==> src/rtl/trvk_ctrl.sv <==
`default_nettype none
// ============================================================================
// Module   : trvk_ctrl
// Brief    : Tag-revocation checker for capability loads. Each tagged load
//            queues a pending check; a small FSM reads the revocation bitmap
//            word for the capability base and pulses a clear-tag request for
//            the destination register when the granule is marked revoked.
// Revision : 1.0 - initial release
// ============================================================================
module trvk_ctrl #(
    parameter int unsigned FifoDepth = 4,
    parameter logic [31:0] HeapBase  = 32'h8000_0000,
    parameter logic [31:0] HeapSize  = 32'h0004_0000,
    parameter logic [31:0] RvkBase   = 32'h8004_0000,
    parameter int unsigned CHERIoTEn = 1
) (
    input  logic        clk_i,
    input  logic        rst_ni,
    input  logic        ld_valid_i,
    output logic        ld_ready_o,
    input  logic [4:0]  ld_rd_i,
    input  logic        ld_tag_i,
    input  logic [31:0] ld_base_i,
    input  logic [2:0]  snp_we_i,
    input  logic [4:0]  snp_waddr0_i,
    input  logic [4:0]  snp_waddr1_i,
    input  logic [4:0]  snp_waddr2_i,
    output logic        bm_req_o,
    output logic [31:0] bm_addr_o,
    input  logic        bm_gnt_i,
    input  logic        bm_rvalid_i,
    input  logic [31:0] bm_rdata_i,
    output logic        trvk_en_o,
    output logic        trvk_clrtag_o,
    output logic [4:0]  trvk_addr_o,
    output logic [2:0]  pending_o
);

    localparam int unsigned         c_PTR_W   = (FifoDepth > 1) ? $clog2(FifoDepth) : 1;
    localparam logic [c_PTR_W-1:0]  c_LAST    = c_PTR_W'(FifoDepth - 1);
    localparam logic [2:0]          c_FULL    = 3'(FifoDepth);
    localparam logic                c_CHERI   = (CHERIoTEn != 0);

    typedef enum logic [1:0] {
        S_IDLE = 2'd0,
        S_REQ  = 2'd1,
        S_WAIT = 2'd2,
        S_DONE = 2'd3
    } state_t;

    // Pending-check storage: destination register, capability base, kill bit
    logic [4:0]           r_rd   [FifoDepth];
    logic [31:0]          r_base [FifoDepth];
    logic [FifoDepth-1:0] r_kill;
    logic [c_PTR_W-1:0]   r_wptr;
    logic [c_PTR_W-1:0]   r_rptr;
    logic [2:0]           r_count;

    state_t               r_state;
    logic                 r_revoked;
    logic                 r_bm_req;
    logic [31:0]          r_bm_addr;

    logic                 w_push;
    logic                 w_pop;
    logic                 w_new_hit;
    logic [FifoDepth-1:0] w_hit;
    logic [4:0]           w_head_rd;
    logic [31:0]          w_head_base;
    logic                 w_head_kill;
    logic [31:0]          w_off;
    logic                 w_in_range;
    logic [4:0]           w_bit;
    logic [31:0]          w_bm_addr;

    // True when any enabled non-load writeback targets register rd
    function automatic logic snp_hit(input logic [4:0] rd, input logic [2:0] we,
                                     input logic [4:0] a0, input logic [4:0] a1,
                                     input logic [4:0] a2);
        return (we[0] && (a0 == rd)) || (we[1] && (a1 == rd)) || (we[2] && (a2 == rd));
    endfunction

    function automatic logic [c_PTR_W-1:0] ptr_inc(input logic [c_PTR_W-1:0] p);
        return (p == c_LAST) ? '0 : p + c_PTR_W'(1);
    endfunction

    assign ld_ready_o = (r_count != c_FULL);
    assign w_push     = ld_valid_i && ld_ready_o && ld_tag_i && (ld_rd_i != 5'd0);
    assign w_pop      = (r_state == S_DONE);
    assign w_new_hit  = snp_hit(ld_rd_i, snp_we_i, snp_waddr0_i, snp_waddr1_i, snp_waddr2_i);

    // Snoop comparison against every stored destination register
    always_comb begin
        w_hit = '0;
        for (int i = 0; i < FifoDepth; i++) begin
            w_hit[i] = snp_hit(r_rd[i], snp_we_i, snp_waddr0_i, snp_waddr1_i, snp_waddr2_i);
        end
    end

    // Head decode: the kill view includes overwrites happening this very cycle
    assign w_head_rd   = r_rd[r_rptr];
    assign w_head_base = r_base[r_rptr];
    assign w_head_kill = r_kill[r_rptr] | w_hit[r_rptr];
    assign w_off       = w_head_base - HeapBase;
    assign w_in_range  = (w_head_base >= HeapBase) && (w_off < HeapSize);
    assign w_bit       = w_off[7:3];
    assign w_bm_addr   = RvkBase + {6'd0, w_off[31:8], 2'b00};

    // Entry storage: write on enqueue, otherwise accumulate kills from snoops
    always_ff @(posedge clk_i or negedge rst_ni) begin
        if (!rst_ni) begin
            for (int i = 0; i < FifoDepth; i++) begin
                r_rd[i]   <= '0;
                r_base[i] <= '0;
                r_kill[i] <= 1'b0;
            end
        end else begin
            for (int i = 0; i < FifoDepth; i++) begin
                if (w_push && (r_wptr == c_PTR_W'(i))) begin
                    r_rd[i]   <= ld_rd_i;
                    r_base[i] <= ld_base_i;
                    r_kill[i] <= w_new_hit;
                end else if (w_hit[i]) begin
                    r_kill[i] <= 1'b1;
                end
            end
        end
    end

    // FIFO pointers and occupancy; simultaneous push and pop cancel out
    always_ff @(posedge clk_i or negedge rst_ni) begin
        if (!rst_ni) begin
            r_wptr  <= '0;
            r_rptr  <= '0;
            r_count <= '0;
        end else begin
            if (w_push) begin
                r_wptr <= ptr_inc(r_wptr);
            end
            if (w_pop) begin
                r_rptr <= ptr_inc(r_rptr);
            end
            unique case ({w_push, w_pop})
                2'b10:   r_count <= r_count + 3'd1;
                2'b01:   r_count <= r_count - 3'd1;
                default: r_count <= r_count;
            endcase
        end
    end

    // Check sequencer: one bitmap read in flight at most, address held in REQ
    always_ff @(posedge clk_i or negedge rst_ni) begin
        if (!rst_ni) begin
            r_state   <= S_IDLE;
            r_revoked <= 1'b0;
            r_bm_req  <= 1'b0;
            r_bm_addr <= '0;
        end else begin
            unique case (r_state)
                S_IDLE: begin
                    if (r_count != 3'd0) begin
                        if (w_in_range && !w_head_kill) begin
                            r_state   <= S_REQ;
                            r_bm_req  <= 1'b1;
                            r_bm_addr <= w_bm_addr;
                        end else begin
                            r_state   <= S_DONE;
                            r_revoked <= 1'b0;
                        end
                    end
                end
                S_REQ: begin
                    if (bm_gnt_i) begin
                        r_state  <= S_WAIT;
                        r_bm_req <= 1'b0;
                    end
                end
                S_WAIT: begin
                    if (bm_rvalid_i) begin
                        r_state   <= S_DONE;
                        r_revoked <= bm_rdata_i[w_bit];
                    end
                end
                S_DONE: begin
                    r_state   <= S_IDLE;
                    r_revoked <= 1'b0;
                end
                default: begin
                    r_state <= S_IDLE;
                end
            endcase
        end
    end

    assign bm_req_o      = r_bm_req;
    assign bm_addr_o     = r_bm_addr;
    assign pending_o     = r_count;
    assign trvk_en_o     = (r_state == S_DONE);
    assign trvk_addr_o   = trvk_en_o ? w_head_rd : 5'd0;
    assign trvk_clrtag_o = trvk_en_o && r_revoked && !w_head_kill && c_CHERI;

endmodule
`default_nettype wire

==> config.mk <==
export PLATFORM = sky130hd
export DESIGN_NAME = trvk_ctrl
export DESIGN_NICKNAME = d
export VERILOG_FILES = /design/src/rtl/trvk_ctrl.sv
export SDC_FILE = /design/constraint.sdc
export NUM_CORES = 1
export LEC_CHECK = 0
export BUFFER_PORTS_ARGS = -buffer_cell sky130_fd_sc_hd__buf_2
export CORE_MARGIN = 5
export CORE_UTILIZATION = 57
export CTS_CLUSTER_DIAMETER = 30
export DETAILED_ROUTE_END_ITERATION = 16
export GPL_ROUTABILITY_DRIVEN = 0
export PLACE_DENSITY = 0.78
export SLEW_MARGIN = 5
export SYNTH_ARGS = -nofsm -noshare
export SYNTH_HDL_FRONTEND = slang
export SYNTH_SLANG_ARGS = --single-unit
==> constraint.sdc <==
create_clock -name clk_i -period 5.1 [get_ports clk_i]
set_clock_uncertainty 0.15 [all_clocks]
set_input_delay 0.51 -clock clk_i [delete_from_list [all_inputs] [get_ports clk_i]]
set_output_delay 0.51 -clock clk_i [all_outputs]
set_load 0.01 [all_outputs]
=== Yosys cells after proc, flatten, opt, wreduce, memory -nomap -nowiden ===
Cells that the tools add are included.

* Mux-type cells: 37
* Add/sub/neg operators: 6
* Reductions and logical operators: 52
* Order comparisons: 5
* Equality and inequality tests: 30
* Bitwise operators: 2

{| class="wikitable"
|+ Operators with widths
! cell !! number
|-
| $eq 5x5->1 || 15
|-
| $bmux 32 s2 || 1
|-
| $mux 32 || 2
|-
| $add 32x26->32 const A || 1
|-
| $ge 32x32->1 const B || 1
|-
| $lt 32x19->1 const B || 1
|-
| $sub 32x32->32 const B || 1
|-
| $logic_and 1x1->1 || 26
|-
| $mux 1 || 17
|-
| $mux 5 || 3
|-
| $eq 2x2->1 const B || 6
|-
| $mux 2 || 6
|-
| $reduce_bool 2->1 || 6
|-
| $bmux 5 s2 || 1
|-
| $logic_or 1x1->1 || 10
|-
| $ne 2x2->1 const B || 5
|-
| $pmux 2 s4 || 1
|-
| $reduce_and 4->1 || 2
|-
| $eq 2x1->1 const B || 3
|-
| $lt 5x6->1 const B || 1
|-
| $pmux 3 s2 || 1
|-
| $reduce_and 3->1 || 2
|-
| $reduce_bool 3->1 || 2
|-
| $bmux 1 s5 || 1
|-
| other kinds (14) || 17
|}

* Input port bits: 93
* Register bits after elaboration: 195
* Word-level logic and storage cells: 151

=== Logic depth before layout (Yosys ltp) ===
Gate-level depths: netlist (run 1).

* Depth after elaboration: 12
* Gate-level depth with buffers: 12
* Depth with buffers taken out: 11

=== Worst setup path after synthesis (run 1) ===
OpenSTA, ideal clock, no wires.

* Path kind: register -> register
* Start: register r_rptr[0]
* End: register r_bm_addr[15] (netlist: bm_addr_o[15])
* Data required time: 4,823 ps
* Setup slack: 727 ps
* Path buffers: 5
* Arrival time: 4,096 ps
* Period minus slack after synthesis: 4,373 ps
* Cell stages (with the launch flop): 13
* Cells stage by stage: dfrtp_1 -> buf_4 -> buf_1 -> buf_1 -> buf_1 -> mux4_2 -> inv_1 -> ha_1 -> nand2_1 -> or4_4 -> nor3_4 -> buf_6 -> mux2_1

* Cells in the longest elaborated chain, start to end: 9
* Elaborated cells on any way between the ends: 17
* Classes of those cells: add/sub: 2; order compare: 2; mux: 7; bitwise: 2; reduce/logical: 4

{| class="wikitable"
|+ RTL lines
! what !! RTL line !! source
|-
| start, declared || 56 || <nowiki>logic [c_PTR_W-1:0] r_rptr;</nowiki>
|-
| start signal, assigned || 141 || <nowiki>r_rptr <= ptr_inc(r_rptr);</nowiki>
|-
| $not 2->3 (not written as such) || 102 || <nowiki>assign w_head_base = r_base[r_rptr];</nowiki>
|-
| $bmux 32 s2 || 102 ||
|-
| $mux 32 (not written as such) (2 in series) || 102 ||
|-
| $sub 32x32->32 || 104 || <nowiki>assign w_off = w_head_base - HeapBase;</nowiki>
|-
| $lt 32x19->1 || 105 || <nowiki>assign w_in_range = (w_head_base >= HeapBase) && (w_off < HeapSize);</nowiki>
|-
| $logic_and 1x1->1 || 105 ||
|-
| $logic_and 1x1->1 || 162 || <nowiki>if (w_in_range && !w_head_kill) begin</nowiki>
|-
| $reduce_and 3->1 (no source line) || - ||
|-
| end signal, assigned || 165 || <nowiki>r_bm_addr <= w_bm_addr;</nowiki>
|-
| end, declared || 62 || <nowiki>logic [31:0] r_bm_addr;</nowiki>
|}

Parallel ways exist; a longest one is shown, timed or not. The select of a mux whose other input is x is not followed.
A chain may end at the register's enable or synchronous reset.

=== Worst setup path after layout (run 1) ===
* Start: register r_rptr[0]
* End: register r_bm_addr[5] (netlist: bm_addr_o[5])

The elaborated chain is that of the path after synthesis.

==> metrics.md, run 1 <==
| Metric | Value |
|---|---|
| Worst VDD drop | `0.307 mV` |
| DR pass1 iterations | `4` |
| Largest net degree at the start of global routing | `86` |
| Count of cell types in the netlist | `49` |
| Post-synth top area share | `48.6%` |
| # fillers | `1,176` |
| P_leak | `4.81 nW` |
| CP top delay family | `simple AND/OR/NAND/NOR gates` |
| Crit Path Max Fanout | `26` |
| Worst Path Arrival | `4.03 ns` |
| Max clock buf depth | `2` |
| Status | `complete, but fails checks` |
| Core Area | `15,800 sq um` |
| Syn Inst Count | `687` |
| Syn_area_per_cell | `13.3 sq um` |
| Hold WS | `-0.0269 ns` |
| Post-route setup TNS | `0 ns` |
| Initial core utilization | `57.7%` |
| Vias in the first global route | `6,288` |
| Grt total ovfl | `0` |
| Layout cells sized above 1 | `43.9%` |
| TritonCTS buffer count | `17` |
| HPWL after DPL | `13,800 microns` |
| Vias/cell | `5.77` |
| Setup Fix Bufs, Post-CTS | `0` |
| CTS Hold Bufs | `0` |
| Top cells by area, synth | `dfrtp_1, mux2_2, mux4_2` |
| Critical-path top delay cell | `dfrtp_2` |
| Tot GR Track Use | `22.6%` |
| Synthesis-stage register bit count | `177` |
| Final hold vios | `10` |
| Fraction of registers with async set or reset after synthesis | `100%` |
| Area Overhead vs Synth | `14.2%` |
| Netlist Area Pre-Place | `9110 sq um` |
| Routed WL | `20,000 microns` |
| Biggest cell delay along the critical path | `0.70 ns` |
| DR WL/cell | `19.6 microns` |
| First-pass GRT wire length | `32,700 microns` |
| Period minus WS final | `3.88 ns` |
| Die height | `136 microns` |
| CTS tree | `built` |
| PortBufs | `127` |
| CP required | `5.26 ns` |
| WS Path Type | `reg -> reg` |
| Row cnt | `46` |
| Fmax | `258 MHz` |
| Area of the die | `18,600 sq um` |
| Worst slew margin | `26.1%` |
| Max-capacitance violation count | `0` |
| Actual slew at the worst max-slew pin | `1.10 ns` |
| Primary FF master, synth | `dfrtp_1` |
| Worst-Skew Late Latency | `0.42 ns` |
| Final setup viols | `0` |
| Finished Layout Cells | `1,017` |
| Post-route ant nets | `0` |
| Ys Warns | `0` |
| Clock sinks | `177` |
| Sequential-to-total area share from yosys stat | `48.6%` |
| Max-slew violations | `0` |
| Worst setup EP type | `flop` |
| Nets | `895` |
| HP Class | `in -> async` |
| Initial antenna violation count | `0` |
| Power, Total | `6.31 mW` |
| Top-count cell post-synth | `dfrtp_1` |
| Iter 0 DRT Violations | `324` |
| Synth area leader | `dfrtp_1` |
| Buf+Inv Stages, Crit Path | `1` |
| Placed insts | `984` |
| DRC viols | `0` |
| DIE WIDTH | `136 microns` |
| Via count | `5,867` |
| Post-CTS sizing | `0` |
| CP Cell Sequence | `mux4_2 -> or4_1 -> o31a_1 -> or4_4 -> nor3_4 -> buf_4 -> mux2_2` |
| H-tree levels | `4` |
| Crit share post-route | `76.0%` |
| Clk slew on worst S/H paths | `0.07 ns` |
| Ports | `137` |
| Violated checks | `hold timing` |
| Startpoint types | `flop` |
| CTS root buf | `clkbuf_16` |
| Post-synth EDFFs | `0` |
| Pwr dens | `607 nW/um^2` |
| Post-synth top cells | `dfrtp_1, mux2_2, xnor2_1` |
| RSZ-0062 raised after global routing | `false` |
-- area by class of cell --
| class | instances | area [sq um] | area share (%) |
|---|---|---|---|
| Sequential cell | 177 | 4430 | 42.6 |
| Multi-Input combinational cell | 446 | 4410 | 42.4 |
| Timing Repair Buffer | 132 | 679 | 6.54 |
| Clock buffer | 19 | 453 | 4.36 |
| Tap cell | 216 | 270 | 2.60 |
| Clock inverter | 13 | 104 | 0.999 |
| Inverter | 13 | 48.8 | 0.469 |
| Antenna cell | 1 | 2.50 | 0.0241 |
-- final timing paths --
| kind | depth (start not counted) | slack (ns) | from | end |
|---|---|---|---|---|
| max | 7 | 1.22 | r_rptr[0] | bm_addr_o[5] |
| min | 1 | -0.03 | rst_ni | r_base[79] |
| min reg2reg | 1 | 0.31 | bm_addr_o[31] | bm_addr_o[31] |
| max reg2reg | 7 | 1.22 | r_rptr[0] | bm_addr_o[5] |
| min in group clk_i | 2 | 0.21 | ld_base_i[19] | r_base[83] |
| max in group asynchronous | 2 | 3.67 | rst_ni | pending_o[2] |
-- placed cells by master, fill, tap and decap left out, drive strengths merged, types with 11 or more instances in the layout --
master	instances
nand2	21
xnor2	52
dfrtp	177
nor2	11
xor2	27
mux4	26
mux2i	33
clkbuf	19
inv	17
ha	14
buf	132
mux2	162
-- flip-flops by register name (all words and copies together), names as in the netlist --
| name | cells |
|---|---|
| bm_addr_o | 26 |
| pending_o | 3 |
| bm_req_o | 1 |
| r_rptr | 2 |
| r_kill | 4 |
| r_revoked | 1 |
| r_wptr | 2 |
| r_rd | 20 |
| r_state | 2 |
| r_base | 116 |
-- per-layer routing --
layer / up-vias / wire length [microns] / GRT usage, %
met5: - / 0 / 0
met4: 0 / 266 / 6.16
met3: 23 / 1160 / 4.77
met2: 160 / 10200 / 38.0
met1: 3023 / 8360 / 29.9
li1: 2661 / - / -
-- through the flow --
| stage | worst slack (ns) | util (%) | area [sq um] |
|---|---|---|---|
| after floorplan | 0.727 | - | 9130 |
| after global placement | 1.24 | 62.4 | 9840 |
| after detailed placement | 1.20 | 62.4 | 9840 |
| after CTS | 1.15 | 65.9 | 10400 |
| after global routing | 1.05 | 65.9 | 10400 |
| final | 1.22 | 65.9 | 10400 |
-- logic make-up after synthesis --
kind of cell | share of synthesized area, %
compound gates | 2.50
xor+xnor | 7.60
fa+ha+maj | 2.14
buf+inv | 3.30
flops | 48.6
mux | 30.1
other cells | 0.0412
simple gates | 5.69
-- power by group --
group / leakage, nW / switching (mW) / total [mW] / internal (mW)
clock: 0.270 / 0.549 / 1.21 / 0.657
combinational: 2.37 / 1.08 / 2.53 / 1.45
sequential: 2.18 / 0.527 / 2.57 / 2.04
total: 4.81 / 2.15 / 6.31 / 4.15
(Power assumes the default switching activity.)
==> run 2, diff against run 1 <==
--- a/config.mk
+++ b/config.mk
@@ -5,13 +5,14 @@
 export SDC_FILE = /design/constraint.sdc
 export NUM_CORES = 1
 export LEC_CHECK = 0
+export ABC_AREA = 1
 export BUFFER_PORTS_ARGS = -buffer_cell sky130_fd_sc_hd__buf_2
 export CORE_MARGIN = 5
-export CORE_UTILIZATION = 57
+export CORE_UTILIZATION = 58
 export CTS_CLUSTER_DIAMETER = 30
 export DETAILED_ROUTE_END_ITERATION = 16
 export GPL_ROUTABILITY_DRIVEN = 0
-export PLACE_DENSITY = 0.78
+export PLACE_DENSITY = 0.79
 export SLEW_MARGIN = 5
 export SYNTH_ARGS = -nofsm -noshare
 export SYNTH_HDL_FRONTEND = slang
==> constraint.sdc (replaced) <==
create_clock -name clk_i -period 3.8 [get_ports clk_i]
set_clock_uncertainty 0.15 [all_clocks]
set_input_delay 0.38 -clock clk_i [delete_from_list [all_inputs] [get_ports clk_i]]
set_output_delay 0.38 -clock clk_i [all_outputs]
set_load 0.01 [all_outputs]
==> run 2 against run 1 <==
Against the previous run: routed wire length up 33%; synthesized area grew 5.9%; final area grew 5.2%; the run now ends clean; largest cell class is now multi-input gates; register-to-register slack worse by 0.64 ns; critical endpoint is now r_base[3].
==> metrics.md, run 2 <==
| Metric | Value |
|---|---|
| Worst Path Arrival | `3.39 ns` |
| CP top delay family | `simple AND/OR/NAND/NOR gates` |
| Top cells by area, synth | `dfrtp_1, nand2_1, nand3_1` |
| PortBufs | `127` |
| Ports | `137` |
| Metal1 wirelength | `11,500 microns` |
| Critical-path top delay cell | `nor2_4` |
| Pint | `4.91 mW` |
| Biggest cell delay along the critical path | `0.89 ns` |
| WP depth | `9` |
| Reg with most FFs | `r_base` |
| Iter 0 DRT Violations | `1,033` |
| Netlist Area Pre-Place | `9640 sq um` |
| Row cnt | `47` |
| Area Overhead vs Synth | `13.4%` |
| Ys Warns | `0` |
| CTS root buf | `clkbuf_16` |
| Clock power frac | `20.0%` |
| Buf+Inv Stages, Crit Path | `3` |
| WL met2 | `12,300 microns` |
| Layout cells sized above 1 | `13.1%` |
| Crit Path Max Fanout | `41` |
| Hold Crit Start | `ld_base_i[24]` |
| Clock sinks | `177` |
| Via count | `9,278` |
| Tot GR Track Use | `27.5%` |
| CP most frequent cell | `nand2_1` |
| H-tree levels | `4` |
| Grt total ovfl | `0` |
| Syn_area_per_cell | `7.04 sq um` |
| CP Cell Sequence | `inv_1 -> nor3_1 -> nor2_1 -> nand2_1 -> nor2_4 -> inv_1 -> buf_4 -> nand2_1 -> nand2_1` |
| Crit share post-route | `84.7%` |
| Routed WL | `26,500 microns` |
| Top-count cell post-synth | `nand2_1` |
| HP Class | `in -> reg` |
| Hold path endpoint | `r_base[56]` |
| Post-synth EDFFs | `0` |
| RSZ-0062 raised after global routing | `false` |
| Placed insts | `1,667` |
| Max clock buf depth | `2` |
| Met3 WL | `2180 microns` |
| TritonCTS buffer count | `17` |
| Net switching power of the design | `3.71 mW` |
| Syn Inst Count | `1,369` |
| DRC viols | `0` |
| Initial core utilization | `58.6%` |
| Worst-Skew Late Latency | `0.43 ns` |
| DR WL/cell | `15.6 microns` |
| Max-slew violations | `0` |
| HPWL after DPL | `17,200 microns` |
| Largest net degree at the start of global routing | `86` |
| WS Path Type | `reg -> reg` |
| RR Startpoint | `pending_o[2]` |
| Count of cell types in the netlist | `35` |
| Post-synth top cells | `nand2_1, dfrtp_1, nand3_1` |
| Final setup viols | `0` |
| Worst setup EP type | `flop` |
| Vias/cell | `5.46` |
| CTS tree | `built` |
| Finished Layout Cells | `1,700` |
| First-pass GRT wire length | `43,500 microns` |
| Nets | `1,575` |
| Post-synth top area share | `45.9%` |
| CTS Hold Bufs | `1` |
| Fraction of registers with async set or reset after synthesis | `100%` |
| Synth area leader | `dfrtp_1` |
| Area of the die | `19,300 sq um` |
| Post-route setup TNS | `0 ns` |
| Final hold vios | `0` |
| Reg2reg setup slack | `0.58 ns` |
| Setup Fix Bufs, Post-CTS | `0` |
| Status | `finished clean` |
| Post-route ant nets | `0` |
| Antenna fix cells | `0` |
| Sw Ratio | `43.1%` |
| Primary FF master, synth | `dfrtp_1` |
| Comb pwr share | `43.2%` |
| Fmax | `311 MHz` |
| Most common cell after layout, fill and taps aside | `nand2_1` |
| DIE WIDTH | `139 microns` |
| Die height | `139 microns` |
| Actual slew at the worst max-slew pin | `1.16 ns` |
| Commonest cells after routing, fill and taps aside | `nand2_1, dfrtp_1, buf_2, nand3_1, o21ai_0` |
| Hold path cells | `3` |
| Clk slew on worst S/H paths | `0.07 ns` |
| Post-CTS sizing | `0` |
| Pwr dens | `789 nW/um^2` |
| P_leak | `6.07 nW` |
| Top sig layer | `met4` |
| Critical R2R Capture | `r_base[3]` |
| Worst slew margin | `22.3%` |
| Startpoint types | `flop` |
| Sequential-to-total area share from yosys stat | `45.9%` |
| Vias in the first global route | `8,602` |
| FF-to-FF path depth | `9` |
| Core Area | `16,500 sq um` |
| Initial antenna violation count | `0` |
| Synthesis-stage register bit count | `177` |
| Register share of total power | `36.8%` |
| Max reg flops | `116` |
| CP required | `3.97 ns` |
| Period minus WS final | `3.22 ns` |
| DR pass1 iterations | `6` |
| Max-capacitance violation count | `0` |
| Worst VDD drop | `0.436 mV` |
[run 2: layout make-up]
| class | count | area [sq um] |
|---|---|---|
| fill | 1446 | 5530 |
| multi-input combinational | 1032 | 4510 |
| sequential | 177 | 4430 |
| timing repair buffer | 143 | 777 |
| clock buffer | 20 | 457 |
| inverter | 96 | 360 |
| tap | 220 | 275 |
| clock inverter | 12 | 121 |
[run 2: worst max path at each step]
| stage | from | slack [ns] | to |
|---|---|---|---|
| CTS | pending_o[2] | 0.62 | r_base[3] |
| finish | pending_o[2] | 0.58 | r_base[3] |
| global placement | ld_rd_i[0] | 0.64 | r_base[15] |
| floorplan | r_rptr[0] | 0.90 | bm_addr_o[31] |
| global route | pending_o[2] | 0.37 | r_base[11] |
| detailed placement | ld_rd_i[0] | 0.56 | r_base[3] |
[run 2: power groups by stage]
stage	Clock, mW	Combinational [mW]	Sequential, mW
after CTS	1.73	3.70	3.16
after global placement	0	3.57	3.16
final	1.72	3.72	3.18
after floorplan	0	2.75	3.09
after detailed placement	0	3.66	3.18
after global routing	1.83	4.23	3.27
[run 2: through the flow]
stage          area, sq um  hold slack (ns)  worst slack [ns]  total power [mW]  utilization [%]
2_1_floorplan         9660          -0.0656             0.895              5.84                -
3_3_place_gp         10300            0.293             0.638              6.72             62.8
3_5_place_dp         10300            0.298             0.559              6.84             62.8
4_1_cts              10900           0.0276             0.622              8.59             66.4
5_1_grt              10900           0.0339             0.368              9.33             66.4
6_report             10900           0.0406             0.580              8.62             66.4
[run 2: tightest hold or removal path, delay by kind of cell]
| family | cells | cell delay, ns |
|---|---|---|
| buffers and inverters | 1 | 0.11 |
| and+or+nand+nor | 2 | 0.10 |
[run 2: cells by family after synthesis]
kind of cell             count (synthesis)  synth area share, %
AO/OA/AOI/OAI                          160                 8.99
XOR/XNOR                                10                0.908
buffers and inverters                  165                 7.53
other                                    1               0.0389
flip-flops                             177                 45.9
adder cells (fa/ha/maj)                 15                 2.02
AND/OR/NAND/NOR                        841                 34.6
[run 2: per-layer routing]
metal	GRT usage (%)	vias to the layer above
met5	0	-
met4	8.65	0
met3	5.59	42
met2	43.5	413
met1	38.5	4344
li1	-	4479
==> run 3, diff against run 2 <==
--- a/config.mk
+++ b/config.mk
@@ -8,11 +8,11 @@
 export ABC_AREA = 1
 export BUFFER_PORTS_ARGS = -buffer_cell sky130_fd_sc_hd__buf_2
 export CORE_MARGIN = 5
-export CORE_UTILIZATION = 58
+export CORE_UTILIZATION = 52
 export CTS_CLUSTER_DIAMETER = 30
 export DETAILED_ROUTE_END_ITERATION = 16
 export GPL_ROUTABILITY_DRIVEN = 0
-export PLACE_DENSITY = 0.79
+export PLACE_DENSITY = 0.74
 export SLEW_MARGIN = 5
 export SYNTH_ARGS = -nofsm -noshare
 export SYNTH_HDL_FRONTEND = slang
==> constraint.sdc (replaced) <==
create_clock -name clk_i -period 2.6 [get_ports clk_i]
set_clock_uncertainty 0.15 [all_clocks]
set_input_delay 0.26 -clock clk_i [delete_from_list [all_inputs] [get_ports clk_i]]
set_output_delay 0.26 -clock clk_i [all_outputs]
set_load 0.01 [all_outputs]
==> run 3 against run 2 <==
Against the previous run: sequential power rose by 46%; core utilization shrank 2.2 points; maximum frequency increased by 29%; combinational power up 54%; first-iteration DRC count down 18%; final area rose by 6.1%; routed wire length up 2.2%; critical path type unchanged; largest power group unchanged.
==> metrics.md, run 3 (same netlist as run 2, synthesis figures left out) <==
| Metric | Value |
|---|---|
| Area of the die | `21,400 sq um` |
| Row cnt | `49` |
| Dpl cell area | `10,500 sq um` |
| Global-route met1 utilization | `34.3%` |
| FF/Latch Area | `4430 sq um` |
| Most common cell after layout, fill and taps aside | `nand2_1` |
| Ports | `137` |
| Buf+Inv Stages, Crit Path | `5` |
| Iter 0 DRT Violations | `848` |
| DR WL/cell | `15.3 microns` |
| Crit share post-route | `96.3%` |
| CP most frequent cell | `nand2_1` |
| Nets | `1,629` |
| Worst slew margin | `64.5%` |
| Critical-path top delay cell | `dfrtp_2` |
| DIE WIDTH | `146 microns` |
| Tot GR Track Use | `25.4%` |
| Status | `finished clean` |
| CP Cell Sequence | `buf_4 -> buf_4 -> buf_4 -> nand2_1 -> nand3_1 -> nand2_1 -> nand3_1 -> a21oi_4 -> nand3_4 -> nor2_4 -> buf_12 -> buf_12 -> nand2_1 -> nand2_1` |
| Area Overhead vs Synth | `20.4%` |
| Fmax | `399 MHz` |
| Vias/cell | `5.32` |
| Worst Path Arrival | `2.72 ns` |
| Final instance area | `11,600 sq um` |
| Actual slew at the worst max-slew pin | `0.532 ns` |
| First-pass GRT wire length | `44,700 microns` |
| Post-route setup TNS | `0 ns` |
| Biggest cell delay along the critical path | `0.41 ns` |
| WS Path Type | `reg -> reg` |
| DRC viols | `0` |
| Worst VDD drop | `0.683 mV` |
| Clk slew on worst S/H paths | `0.07 ns` |
| Max-slew violations | `0` |
| Final hold vios | `0` |
| Most Crowded Layer GR | `met2` |
| Crit Path Max Fanout | `17` |
| Pwr dens | `1110 nW/um^2` |
| Max clock buf depth | `2` |
| Largest net degree at the start of global routing | `75` |
| Grt met3 use | `4.34%` |
| Commonest cells after routing, fill and taps aside | `nand2_1, dfrtp_1, buf_2, nand3_1, o21ai_0` |
| Final setup viols | `0` |
| GR Layer Usage met2 | `42.3%` |
| Initial core utilization | `53.3%` |
| Startpoint types | `flop` |
| H-tree levels | `4` |
| Max-capacitance violation count | `0` |
| CP top delay family | `simple AND/OR/NAND/NOR gates` |
| Layout cells sized above 1 | `14.3%` |
| PortBufs | `127` |
| HP Class | `in -> reg` |
| CTS root buf | `clkbuf_16` |
| Hold WS | `0.104 ns` |
| Core Area | `18,100 sq um` |
| Reg with most FFs | `r_base` |
| Period minus WS final | `2.50 ns` |
| DR pass1 iterations | `6` |
| P_leak | `6.34 nW` |
| CP required | `2.82 ns` |
| Initial antenna violation count | `1` |
| TritonCTS buffer count | `17` |
| Max reg flops | `116` |
| CTS tree | `built` |
| Post-route ant nets | `0` |
| Via count | `9,390` |
| # fillers | `1,592` |
| Area of the multi-input gates | `4550 sq um` |
| Grt total ovfl | `0` |
| Post-layout util | `64.2%` |
| HPWL after DPL | `17,900 microns` |
| Clock sinks | `177` |
| Vias in the first global route | `8,883` |
| Worst setup EP type | `flop` |
| Worst-Skew Late Latency | `0.43 ns` |
| Routed WL | `27,000 microns` |
| Die height | `146 microns` |
-- run 3: cell types whose count changed in the layout (fill, tap and decap cells not counted), sizes merged --
cell,delta
dlygate4sd3,+34
buf,+18
clkbuf,+1
diode,+1
inv,+1
-- run 3: worst paths after layout --
path	start	end	slack, ns	cells past startpoint
worst max-delay path	r_rptr[0]	bm_addr_o[20]	0.1	14
worst min-delay path	bm_rvalid_i	r_state[1]	0.10	5
worst max register to register	r_rptr[0]	bm_addr_o[20]	0.1	14
worst min register to register	bm_addr_o[31]	bm_addr_o[31]	0.31	1
max in group asynchronous	rst_ni	r_base[43]	1.43	3
min in group asynchronous	rst_ni	r_base[94]	0.15	2
-- run 3: layout make-up --
cell class	count	area share [%]
multi-input cells	1032	39.2
flip-flops and latches	177	38.2
repair buffers	197	11.9
clock buffers	19	3.73
inverters	96	3.19
well taps	229	2.47
clock inverters	13	1.24
diodes	1	0.0216
-- run 3: stage by stage --
stage / power, mW / instances / worst slack, ns
5_1_grt: 14.0 / 1764 / -0.00471
2_1_floorplan: 8.60 / 1374 / -0.0555
3_3_place_gp: 10.0 / 1689 / 0.122
3_5_place_dp: 10.2 / 1689 / 0.0508
6_report: 12.9 / 1764 / 0.0957
4_1_cts: 12.8 / 1756 / 0.0467
-- run 3: power breakdown --
part / switching, mW / leakage, nW / internal, mW / total, mW
sequential: 0.759 / 2.23 / 3.90 / 4.65
combinational: 3.59 / 3.84 / 2.13 / 5.72
clock: 1.15 / 0.272 / 1.36 / 2.50
-- run 3: metal layers --
metal | vias up | part of all wire (%)
li1 | 4586 | -
met1 | 4387 | 44
met2 | 378 | 48
met3 | 39 | 7.0
met4 | 0 | 1.5
met5 | - | 0
-- run 3: repair_timing --
| action | in CTS | in global routing |
|---|---|---|
| cloned | 0 | 1 |
| hold buffers | 35 | 0 |
| pin swaps | 0 | 3 |
| hold endpoints to repair | 185 | 0 |
| buffers inserted | 0 | 6 |
| gates resized for setup | 1 | 16 |
| setup endpoints to repair | 1 | 27 |
-- run 3: tightest hold or removal path: stages --
cell,delay [ns]
buf_2,0.08
or2_2,0.10
nand2_1,0.08
nand2_1,0.07
nand2_1,0.05
